### src/rtl/bin_to_bcd_seq.sv
// Sequential double-dabble binary-to-BCD converter with start/busy/done
// handshake; results above the display range saturate to all nines.
module bin_to_bcd_seq #(
   parameter int BIN_W  = 14,
   parameter int DIGITS = 4
) (
   input  logic                  clk,
   input  logic                  reset_n,
   input  logic                  start,
   input  logic [BIN_W-1:0]      bin_in,
   output logic                  busy,
   output logic                  done,
   output logic [4*DIGITS-1:0]   bcd_out,
   output logic                  ovf
);

   localparam int SW = 4 * DIGITS;
   localparam int CW = $clog2(BIN_W + 1);

   function automatic logic [31:0] pow10(input int n);
      logic [31:0] p;
      p = 32'd1;
      for (int i = 0; i < n; i++) p = p * 32'd10;
      return p;
   endfunction

   localparam logic [31:0] LIMIT = pow10(DIGITS) - 32'd1;

   typedef enum logic [1:0] {
      IDLE,
      SHIFT,
      DONE
   } state_t;

   state_t            state;
   logic [SW-1:0]     scratch;
   logic [SW-1:0]     adj;
   logic [SW-1:0]     nxt_scr;
   logic [BIN_W-1:0]  shreg;
   logic [BIN_W-1:0]  nxt_sh;
   logic [CW-1:0]     cnt;
   logic              sat;
   logic [31:0]       bin_ext;

   assign bin_ext = {{(32-BIN_W){1'b0}}, bin_in};

   // Digits are corrected independently; no carry crosses a digit boundary.
   always_comb begin
      adj = scratch;
      for (int d = 0; d < DIGITS; d++) begin
         if (scratch[4*d +: 4] >= 4'd5)
            adj[4*d +: 4] = scratch[4*d +: 4] + 4'd3;
      end
      {nxt_scr, nxt_sh} = {adj, shreg} << 1;
   end

   always_ff @(posedge clk) begin
      if (!reset_n) begin
         state   <= IDLE;
         busy    <= 1'b0;
         done    <= 1'b0;
         bcd_out <= '0;
         ovf     <= 1'b0;
         scratch <= '0;
         shreg   <= '0;
         cnt     <= '0;
         sat     <= 1'b0;
      end else begin
         done <= 1'b0;
         unique case (state)
            IDLE: begin
               if (start) begin
                  shreg   <= bin_in;
                  scratch <= '0;
                  cnt     <= CW'(BIN_W);
                  sat     <= bin_ext > LIMIT;
                  busy    <= 1'b1;
                  state   <= SHIFT;
               end
            end
            SHIFT: begin
               scratch <= nxt_scr;
               shreg   <= nxt_sh;
               cnt     <= cnt - 1'b1;
               if (cnt == CW'(1))
                  state <= DONE;
            end
            DONE: begin
               bcd_out <= sat ? {DIGITS{4'h9}} : scratch;
               ovf     <= sat;
               done    <= 1'b1;
               busy    <= 1'b0;
               state   <= IDLE;
            end
            default: state <= IDLE;
         endcase
      end
   end

endmodule
### config.mk
export PLATFORM = sky130hd
export DESIGN_NAME = bin_to_bcd_seq
export DESIGN_NICKNAME = d
export VERILOG_FILES = /design/src/rtl/bin_to_bcd_seq.sv
export SDC_FILE = /design/constraint.sdc
export NUM_CORES = 1
export LEC_CHECK = 0
export CORE_ASPECT_RATIO = 1.25
export CORE_UTILIZATION = 35
export CTS_BUF_LIST = sky130_fd_sc_hd__clkbuf_16
export CTS_CLUSTER_DIAMETER = 200
export DETAILED_ROUTE_END_ITERATION = 6
export SLEW_MARGIN = 20
export SYNTH_ARGS = -nofsm -noshare
export SYNTH_HDL_FRONTEND = slang
export SYNTH_SLANG_ARGS = --single-unit
export TNS_END_PERCENT = 20
### constraint.sdc
create_clock -name clk -period 2.6 [get_ports clk]
set_input_delay 0.65 -clock clk [delete_from_list [all_inputs] [get_ports clk]]
set_output_delay 0.65 -clock clk [all_outputs]
set_load 0.02 [all_outputs]
== Word level (Yosys, flattened, before mapping) ==
Index checks and enable logic that the tools add are counted.
Widths: inputs -> output; s select.

* Input bits: 17
* Word-level logic and storage cells: 48
* Output and inout bits: 19
* Bits in registers: 56

* Reductions and logical operators: 7
* Mux-type cells: 17
* $lt $le $gt $ge: 5
* Equal/unequal tests: 5
* Add/subtract/negate cells: 5

{| class="wikitable"
|+ Operators with widths
! kind !! count
|-
| $mux 16 || 2
|-
| $pmux 16 s2 || 1
|-
| $pmux 14 s2 || 1
|-
| $ge 4x3->1 const B || 4
|-
| $mux 4 || 4
|-
| $gt 14x14->1 const B || 1
|-
| $mux 14 || 1
|-
| $add 4x2->4 const B || 3
|-
| $pmux 4 s2 || 1
|-
| $reduce_and 2->1 || 4
|-
| $eq 4x1->1 const B || 1
|-
| $mux 2 || 2
|-
| $ne 2x2->1 const B || 2
|-
| $pmux 2 s2 || 1
|-
| $reduce_bool 2->1 || 2
|-
| $sub 4x1->4 const B || 1
|-
| $add 3x2->3 const B || 1
|-
| $mux 3 || 1
|-
| $eq 2x1->1 const B || 1
|-
| $eq 2x2->1 const B || 1
|-
| $logic_not 2->1 || 1
|-
| $mux 1 || 2
|-
| $pmux 1 s2 || 1
|}

== Depth between registers and ports, before layout ==
* Depth in word-level cells: 3
* Depth in mapped cells: 6
* Gate-level depth less buffers: 6

== Least setup slack after synthesis ==
OpenSTA, ideal clock, no wires.

* Path kind: input to register
* From: input start
* To: register shreg[10]
* Setup time: 144 ps
* Buffers on the path: 1
* Setup slack: 983 ps
* Arrival time: 1473 ps
* Data required time: 2456 ps
* Stages on the path: 4
* Path through: or3b_4 -> nand2_4 -> buf_2 -> a311oi_2

* Cells in the longest elaborated chain, start to end: 2

{| class="wikitable"
|+ Ends and longest elaborated chain
! element !! line !! text
|-
| start, declared || 9 || <nowiki>input logic start,</nowiki>
|-
| $ne 2x2->1 (no source line) || -- ||
|-
| $reduce_and 2->1 (no source line) || -- ||
|-
| end signal, assigned || 73 || <nowiki>shreg <= bin_in;</nowiki>
|-
| end signal, assigned || 83 || <nowiki>shreg <= nxt_sh;</nowiki>
|-
| end, declared || 39 || <nowiki>logic [BIN_W-1:0] shreg;</nowiki>
|}

No other way between the ends.
A chain may end at the register's enable or synchronous reset.

== Worst setup path after layout ==
* From: input start
* To: register shreg[1]

Same word-level chain as after synthesis.

==> impl_metrics.json <==
{
  "synth.top_cell.area_share_pct": 46.1,
  "ys_top_cells_by_area": "dfxtp_1, nand2_1, ha_1, a311oi_2, nor2_1",
  "vias_per_cell": 5.02,
  "die_w_um": 76.6,
  "fillers": 664,
  "grt_use_met1_pct": 19.1,
  "cts_root_buffer": "clkbuf_16",
  "r2r_cells": 5,
  "cts_hold_buf": 0,
  "seqPwrFrac_pct": 52.2,
  "maxCapViolCount": 0,
  "rr_endpoint": "scratch[6]",
  "holdPathEnd": "bcd_out[11]",
  "ys_warn_count": 0,
  "dr.first_iter.drc_count": 78,
  "numClockSinks": 56,
  "status": "finished clean",
  "yosys.area_share.simple_pct": 19.6,
  "synthArstFlopShare_pct": 0,
  "start_util_pct": 36.6,
  "ff2ff_setup_slack_ns": 0.81,
  "p_int_mw": 1.33,
  "grt_use_met3_pct": 2.87,
  "p_leak_nw": 1.09,
  "grt_pass1_vias": 1879,
  "crit_type": "input port to register",
  "min_from": "bcd_out[11]",
  "routed_wl_mm": 5.03,
  "use_met2_pct": 27.2,
  "drc": 0,
  "die_area_um2": 7290,
  "cts_buffers": 5,
  "synth_compound_area_share_pct": 21.5,
  "syn_area_per_cell_um2": 8.72,
  "grt_overflow": 0,
  "drtAntennaViolNets": 0,
  "pwr-share-comb_pct": 11.7,
  "diodes": 0,
  "r2r-start": "state[0]",
  "ios": 36,
  "hold_viol_final": 0,
  "ys_seq_elements": 56,
  "top_usage_layer": "met2",
  "worstPathRequired_ns": 2.79,
  "critPathLaunchType": "input port",
  "post_cts_resized": 0,
  "fmax_mhz": 502,
  "syn-cell-area_um2": 2430,
  "postCtsSetupBuffers": 0,
  "wire_per_inst_um": 12.4,
  "globalplace.congestion": 0.740,
  "power_frac_clock_pct": 36.1,
  "worstPathMaxFanout": 24,
  "synthMuxAreaShare_pct": 0.463,
  "finalMaxSlewViolations": 0,
  "clk_latency_ns": 0.28,
  "hold_class": "register to register",
  "ys.flop_type": "dfxtp_1",
  "register_area_um2": 1120,
  "h-tree-depth": 2,
  "grt_max_degree": 25,
  "fp.coreArea_um2": 6650,
  "design_area_um2": 3030,
  "cts_tree": "yes",
  "synth_top_family_by_area": "compound AO/OA/AOI/OAI gates",
  "finClkSkew_ns": 0.00270,
  "synth_cells": 279,
  "dp_hpwl_mm": 3.55,
  "fin_util_pct": 45.5,
  "dpl_cell_area_um2": 2890,
  "fin_total_pwr_mw": 1.76,
  "syn_to_final_growth_pct": 24.3,
  "multi_input_area_um2": 1200,
  "clkTransAtPathRegs_ns": 0.07,
  "syn_nets": 306,
  "p_per_area_nw_per_um2": 582,
  "period_minus_slack_ns": 1.99,
  "synth_edf_count": 0,
  "min_period_over_period_pct": 76.5,
  "setup_viol": 0,
  "cts_buffer_depth": 2,
  "drive_gt1_share_pct": 9.15,
  "grt_usage_pct": 15.4,
  "yosysSeqAreaShare_pct": 46.1,
  "grt_pass1_wl_mm": 8.98,
  "arrival_ns": 2.18,
  "rows": 33,
  "yosysTopAreaCell": "dfxtp_1",
  "worst_slew_pin_slew_ns": 0.487,
  "p_sw_share_pct": 24.5,
  "synth_cell_types": 34,
  "dr.pass1.iters": 4,
  "synthAdderAreaFrac_pct": 5.14,
  "crit_path_end_kind": "register",
  "num-nets-final": 343,
  "io_buffers": 35,
  "antenna_found_initial": 0,
  "p_sw_uw": 431,
  "relSlewSlack_pct": 67.5,
  "rsz0062_at_grt": "false",
  "ir_worst_vdd_v": 0.000279,
  "vias": 2030,
  "setup_tns_ns": 0,
  "synthXorXnorAreaFrac_pct": 2.52,
  "min_path_cells": 2,
  "die_h_um": 95.2
}
## cell usage in the layout (no fill, tap or decap)
cell type and count:
o21a_1 1, inv_2 1, inv_1 12, nand2b_1 8
clkbuf_16 5, a311oi_2 8, nand2_1 46, a311oi_1 4
a22oi_1 1, buf_4 8, o21ai_0 21, a211oi_1 2
clkinv_1 1, xor2_1 3, nor3b_2 1, dfxtp_1 56
nand4_1 1, ha_1 10, nand2_4 1, nor4_1 2
or3b_4 1, o21ai_1 1, nor3_1 7, a21oi_2 1
xnor2_1 4, a21oi_1 17, clkinv_2 2, a22o_1 12
a31oi_1 1, clkdlybuf4s50_1 35, mux2_2 1, nor2_1 30
nand3_1 8, nor2b_1 2, o31ai_1 3
## power by group through the flow
stage               registers, mW  clock network, mW  logic [mW]
detailed placement          0.939                  0       0.208
floorplan                   0.933                  0       0.148
CTS                         0.920              0.660       0.209
global route                0.925              0.695       0.234
finish                      0.920              0.636       0.206
global placement            0.939                  0       0.203
## critical path, cell delays in order
cell	delay, ns
clkdlybuf4s50_1	0.52
or3b_4	0.43
nand2_4	0.25
nor2_1	0.07
a311oi_1	0.25
## worst max path at each step
stage,start,endpoint,slack (ns)
global route,start,shreg[2],0.47
floorplan,start,shreg[10],0.98
CTS,start,shreg[1],0.59
finish,start,shreg[1],0.61
detailed placement,start,shreg[8],0.30
global placement,start,shreg[9],0.36
## synthesized netlist by cell type, drive strengths merged, types with 4 or more instances
cell type  count
nand2         47
nand2b         8
nand3          8
a21oi         18
nor2          30
nor3           7
buf           10
ha            10
xnor2          4
o21ai         22
a22o          12
inv           13
a311oi        12
dfxtp         56
## final cells by class
cell class	count	share of cell area [%]
Clock inverter	3	0.455
Sequential cell	56	37.1
Clock buffer	5	4.14
Timing Repair Buffer	43	13.6
Tap cell	87	3.60
Inverter	13	1.61
Multi-Input combinational cell	197	39.6
## stage by stage
stage | hold slack [ns] | std cells | setup WS (ns)
4_1_cts | 0.457 | 404 | 0.593
3_3_place_gp | 0.434 | 396 | 0.363
6_report | 0.454 | 404 | 0.610
2_1_floorplan | 0.432 | 279 | 0.983
5_1_grt | 0.476 | 404 | 0.465
3_5_place_dp | 0.443 | 396 | 0.304
## kinds of logic after synthesis
kind of cell / after synthesis
simple gates: 107
mux: 1
buf+inv: 26
fa+ha+maj: 10
flops: 56
compound gates: 72
xor+xnor: 7
## metal layers
| metal | routed length (um) | up-vias |
|---|---|---|
| met5 | 0 | - |
| met4 | 44 | 0 |
| met3 | 146 | 5 |
| met2 | 2380 | 40 |
| met1 | 2460 | 943 |
| li1 | - | 1042 |
## state kept, by name (all words and copies together) (netlist names)
signal and flops:
state 2, busy 1, cnt 4, ovf 1, shreg 14, bcd_out 16
scratch 16, done 1, sat 1
Note: power is estimated with default switching activity, not from simulation.
